==> src/rtl/comparator.sv <==
// comparator: registered equality/magnitude compare of x and y with a valid strobe
module comparator #(
    parameter int WIDTH  = 1,
    parameter bit SIGNED = 0
) (
    input  logic             clk,
    input  logic             rst_n,
    input  logic [WIDTH-1:0] x,
    input  logic [WIDTH-1:0] y,
    input  logic             en,
    output logic             z,
    output logic             gt,
    output logic             lt,
    output logic             valid
);
    localparam logic [WIDTH-1:0] MSB = SIGNED ? (WIDTH'(1) << (WIDTH - 1)) : '0;
    logic [WIDTH-1:0] xb, yb;
    assign xb = x ^ MSB;
    assign yb = y ^ MSB;
    // sign-bit flip turns two's-complement ordering into unsigned ordering; flags hold while en=0
    always_ff @(posedge clk or negedge rst_n) begin
        if (!rst_n) begin
            z     <= 1'b0;
            gt    <= 1'b0;
            lt    <= 1'b0;
            valid <= 1'b0;
        end else begin
            valid <= en;
            if (en) begin
                z  <= x == y;
                gt <= xb > yb;
                lt <= xb < yb;
            end
        end
    end
endmodule

==> config.mk <==
export PLATFORM = sky130hd
export DESIGN_NAME = comparator
export DESIGN_NICKNAME = d
export VERILOG_FILES = /design/src/rtl/comparator.sv
export SDC_FILE = /design/constraint.sdc
export NUM_CORES = 1
export LEC_CHECK = 0
export CORE_AREA = 4 4 41 43
export DETAILED_ROUTE_END_ITERATION = 12
export DIE_AREA = 0 0 45 47
export PLACE_DENSITY = 0.39
export RECOVER_POWER = 100
export SYNTH_ARGS = -nofsm -noshare
export SYNTH_HDL_FRONTEND = slang
export SYNTH_SLANG_ARGS = --single-unit
==> constraint.sdc <==
create_clock -name clk -period 0.9 [get_ports clk]
set_input_delay 0.135 -clock clk [delete_from_list [all_inputs] [get_ports clk]]
set_output_delay 0.135 -clock clk [all_outputs]
set_load 0.005 [all_outputs]
==> results of run 1 <==
## metrics by stage
| step | std cells | area, sq um | power [mW] | worst slack (ns) | hold slack, ns |
|---|---|---|---|---|---|
| 2_1_floorplan | 11 | 166.4 | 0.2288 | 0.1066 | -0.1606 |
| 3_3_place_gp | 34 | 265.3 | 0.2906 | -0.4186 | 0.3531 |
| 3_5_place_dp | 34 | 265.3 | 0.2913 | -0.4248 | 0.3532 |
| 4_1_cts | 37 | 264.0 | 0.4978 | 0.01963 | 0.1009 |
| 5_1_grt | 37 | 262.8 | 0.5317 | -0.006972 | 0.1730 |
| 6_report | 37 | 262.8 | 0.4779 | 0.03461 | 0.1756 |
## registers in the layout, summed over array words and instances, names as in the netlist
register and flops:
lt 1, gt 1, z 1, valid 1
## what timing repair did
item / CTS / global route
setup endpoints to repair: 7 / 2
resized for setup: 19 / 0
endpoints found under the hold margin: 0 / 0
pin swaps: 0 / 0
## layout make-up
type | count | area [sq um] | share of cell area
clock buffers | 3 | 22.52 | 0.08571
inverters | 2 | 7.507 | 0.02857
multi-input cells | 5 | 58.81 | 0.2238
flip-flops and latches | 4 | 100.1 | 0.3810
well taps | 15 | 18.77 | 0.07143
repair buffers | 8 | 55.05 | 0.2095
## layout by cell type, fill, tap and decap left out
master	count
buf_2	3
clkbuf_1	1
clkbuf_4	3
dfrtp_1	4
dlygate4sd2_1	3
dlygate4sd3_1	1
ha_1	2
inv_1	2
mux2_2	3
## kinds of logic (layout without fill, tap and decap cells)
| kind of cell | count (synthesis) | in the layout | synth area share |
|---|---|---|---|
| DFF | 4 | 4 | 0.6015 |
| muxes | 3 | 3 | 0.2030 |
| adders and majority gates | 2 | 2 | 0.1504 |
| buffers and inverters | 2 | 13 | 0.04513 |
## routing by layer
| layer | GRT usage | part of all wire | up-vias |
|---|---|---|---|
| met5 | 0 | 0 | - |
| met4 | 0.03509 | 0.018 | 0 |
| met3 | 0.06897 | 0.11 | 2 |
| met2 | 0.03672 | 0.30 | 9 |
| met1 | 0.04388 | 0.57 | 48 |
| li1 | - | - | 60 |
## where the power goes
part / total [mW] / internal, mW / switching, mW
logic: 0.0586 / 0.0353 / 0.0232
registers: 0.205 / 0.198 / 0.00694
clock network: 0.215 / 0.149 / 0.0659
total: 0.478 / 0.382 / 0.0960
## final timing paths
path | startpoint | to | depth (start not counted)
hold reg to reg | z | z | 1
setup reg to reg | lt | lt | 1
hold / removal | rst_n | valid | 1
max in group asynchronous | rst_n | gt | 1
setup / recovery | lt | lt | 1
min in group clk | en | valid | 1
==> results.toml, run 1 <==
[status]
outcome = "completed"

[synthesis]
syn_inst = 11
ys_ff_latch = 4
synth_edf_count = 0
synth_cell_type_count = 4
yosys-top-cells-count = "4 x dfrtp_1, 3 x mux2_2, 2 x ha_1, 2 x inv_1"
yosysMostFrequentCell = "dfrtp_1"
synthArstFlopShare = 1.000
ys.flop_type = "dfrtp_1"
yosysWarnings = 0
synth.avg_cell_area_sq_um = 15.13
synth_fp_nets = 18
synth_largest_area_cell = "dfrtp_1"
synthesis.area_sq_um = 166.4
yosysSeqAreaShare = 0.6015
synth_area_leaders = "dfrtp_1 60%, mux2_2 20%, ha_1 15%"
yosys.area.top_type_share = 0.6015

[sta]
finalSetupViolCount = 0
tns_ns = 0
max_freq_mhz = 1156
worst_pin_slew_ns = 0.1862
slew_violations = 0
hold_viol = 0
min_period_ns = 0.8654
slew_headroom = 0.8754
period_share = 0.9615
rsz0062_at_grt = "yes"
fin_skew_ns = 0

[final_layout]
post-route-util = 0.2019
area_growth_pct = 57.89
drive_above_1_share = 0.4091
fill_cells = 150
final_nets = 31
diodes = 0

[clock_tree]
hold_buffers = 0
cts_num_sinks = 4
cts_setup_buffers = 0
htreeDepth = 1
cts_tree = "yes"
clkLatencyLatePin_ns = 0.23
cts_inserted_buffers = 3
cts-root-buf = "clkbuf_4"
cts_buffer_depth = 2
path_clk_slew_ns = 0.04

[pwr]
power_leakage_nw = 0.1374
max-vdd-ir-drop_mv = 0.6351
power.density_nw_per_um2 = 1819

[hold_path]
hold_class = "in2async"

[place]
globalplace.congestion = 0.6255
dp_hpwl_um = 265.8
portBuffers = 8

[floorplanning]
initial_core_util = 0.1279
fp.dieW_um = 45
die_height_um = 47
ios = 9
die-area_sq_um = 2115
rows = 13
core_area_sq_um = 1301

[setup_path]
arrival_ns = 0.73
crit_buf_inv = 1
path_delay_family = "flip-flops"
crit_slowest_cell = "dfrtp_1"
criticalPathCategory = "reg2out"
start_kind = "flip-flop"
critPathMaxStageDelay_ns = 0.37
r2r_setup_slack_ns = 0.15
crit_chain = "buf_2"
cp.required_ns = 0.76
critPathCaptureType = "output pin"
worst-path-max-fanout = 2

[detailed_routing]
first_pass_iters = 1
ant_nets = 0
routed_wl_um = 330
drc_errors = 0
vias_per_cell = 3.216
routed-via-count = 119
post_drt_wl_per_cell_um = 8.919
drt_iter0_drc = 0

[global_routing]
grt_pass1_wl_um = 524
globalRouteOverflowTotal = 0
grt_max_degree = 5
grt_pass1_vias = 128
grt.total_usage = 0.04448
antenna_found_initial = 0

[flow_run]
max_cap_viol_count = 0
Power figures use the tool's default switching activity.
==> inputs of run 2 (changes only) <==
--- a/config.mk
+++ b/config.mk
@@ -5,11 +5,12 @@
 export SDC_FILE = /design/constraint.sdc
 export NUM_CORES = 1
 export LEC_CHECK = 0
-export CORE_AREA = 4 4 41 43
+export CORE_AREA = 2 2 39 41
 export DETAILED_ROUTE_END_ITERATION = 12
-export DIE_AREA = 0 0 45 47
+export DIE_AREA = 0 0 41 43
 export PLACE_DENSITY = 0.39
 export RECOVER_POWER = 100
+export SKIP_CTS_REPAIR_TIMING = 1
 export SYNTH_ARGS = -nofsm -noshare
 export SYNTH_HDL_FRONTEND = slang
 export SYNTH_SLANG_ARGS = --single-unit
==> constraint.sdc (replaced) <==
create_clock -name clk -period 0.95 [get_ports clk]
set_input_delay 0.1425 -clock clk [delete_from_list [all_inputs] [get_ports clk]]
set_output_delay 0.1425 -clock clk [all_outputs]
set_load 0.005 [all_outputs]
==> run 2 against run 1 <==
  * First-iteration DRC count is 1 higher
  * Sequential power is 6% lower
  * Clock skew stayed put
  * Critical path type unchanged
  * Largest cell class unchanged
==> results.toml, run 2 (same netlist as run 1, synthesis figures left out) <==
[status]
outcome = "completed"

[final_layout]
drive_above_1_share = 0.2727
postLayoutCellArea_sq_um = 297.8
post-route-util = 0.2152
layout.cells.most_common = "dlymetal6s2s_1"
final_nets = 31
final-instance-count-excl-fill = 38
area_growth_pct = 78.95
final_cell_mix = "6 x dlymetal6s2s_1, 4 x dfrtp_1, 3 x mux2_2, 3 x clkbuf_4"
fill_cells = 157
diodes = 0

[place]
place_area_sq_um = 266.5
globalplace.congestion = 0.5766
dp_cells = 35
dp_slack_ns = -0.3847
portBuffers = 8

[setup_path]
crit_chain = "dlymetal6s2s_1"
critPathLaunch = "z"
critPathCaptureType = "output pin"
cp.required_ns = 0.81
crit_buf_inv = 1
reg2reg_to = "z"
cp.depth = 1
arrival_ns = 0.75
reg2regPathDepth = 1
r2r_setup_slack_ns = 0.21
critPathMaxStageDelay_ns = 0.36
worst-path-max-fanout = 2
crit_slowest_cell = "dfrtp_1"
start_kind = "flip-flop"
endpoint = "z"
rr_startpoint = "z"
path_delay_family = "flip-flops"
criticalPathCategory = "reg2out"

[sta]
slew_violations = 0
slew_headroom = 0.8697
worst_pin_slew_ns = 0.1948
period_share = 0.9370
fin_ws_ns = 0.05989
hold_viol = 0
timing.hold.ws_ns = 0.09955
tns_ns = 0
rsz0062_at_grt = "no"
fin_skew_ns = 0
max_freq_mhz = 1123
min_period_ns = 0.8901
finalSetupViolCount = 0

[global_routing]
antenna_found_initial = 0
grt_max_degree = 5
grtUsageMet2 = 0.07188
use_met3 = 0.01571
grt_busiest_layer = "met4"
globalRouteOverflowTotal = 0
grt.total_usage = 0.05332
grt_pass1_vias = 149
grt_pass1_wl_um = 531
use_met1 = 0.03883

[pwr]
power.density_nw_per_um2 = 1587
max-vdd-ir-drop_mv = 0.3171
power_mw = 0.4725
power_leakage_nw = 0.1957

[hold_path]
hold_class = "in2reg"

[clock_tree]
clkLatencyLatePin_ns = 0.23
cts_buffer_depth = 2
cts_inserted_buffers = 3
cts-root-buf = "clkbuf_4"
htreeDepth = 1
path_clk_slew_ns = 0.04
cts_tree = "yes"
cts_num_sinks = 4

[detailed_routing]
drt_iter0_drc = 1
ant_nets = 0
vias_per_cell = 3.079
first_pass_iters = 4
routed-via-count = 117
post_drt_wl_per_cell_um = 8.789
drc_errors = 0
routed_wl_um = 334

[floorplanning]
rows = 14
die-area_sq_um = 1763
core_area_sq_um = 1384
initial_core_util = 0.1203
ios = 9
die_height_um = 43
fp.dieW_um = 41

[flow_run]
max_cap_viol_count = 0
run 2: changes by cell type in the layout (fill, tap and decap cells not counted), sizes merged:
cell and change:
dlymetal6s2s +6, buf -3, dlygate4sd2 -3
run 2: how the worst min path moves through the flow:
stage	to	from	slack [ns]	cells past startpoint
floorplan	gt	rst_n	-0.15	0
global placement	gt	rst_n	0.36	1
detailed placement	gt	rst_n	0.36	1
CTS	z	rst_n	0.11	1
global route	valid	en	0.12	1
finish	valid	en	0.1	1
run 2: layout make-up:
type                            instances  area, sq um  share of cell area
Tap cell                               16        20.02             0.06723
Clock buffer                            3        22.52             0.07563
Timing Repair Buffer                    8        88.84              0.2983
Multi-Input combinational cell          5        58.81              0.1975
Inverter                                2        7.507             0.02521
Sequential cell                         4        100.1              0.3361
run 2: per-layer routing:
layer  part of all wire  vias to the layer above  wire length (um)
met2               0.60                        3               200
li1                   -                       57                 -
met4                  0                        0                 0
met1               0.34                       57               113
met3              0.060                        0                20
met5                  0                        -                 0
run 2: where the power goes:
| part | internal, mW | switching [mW] |
|---|---|---|
| logic | 0.0456 | 0.0230 |
| clock network | 0.141 | 0.0692 |
| registers | 0.187 | 0.00611 |
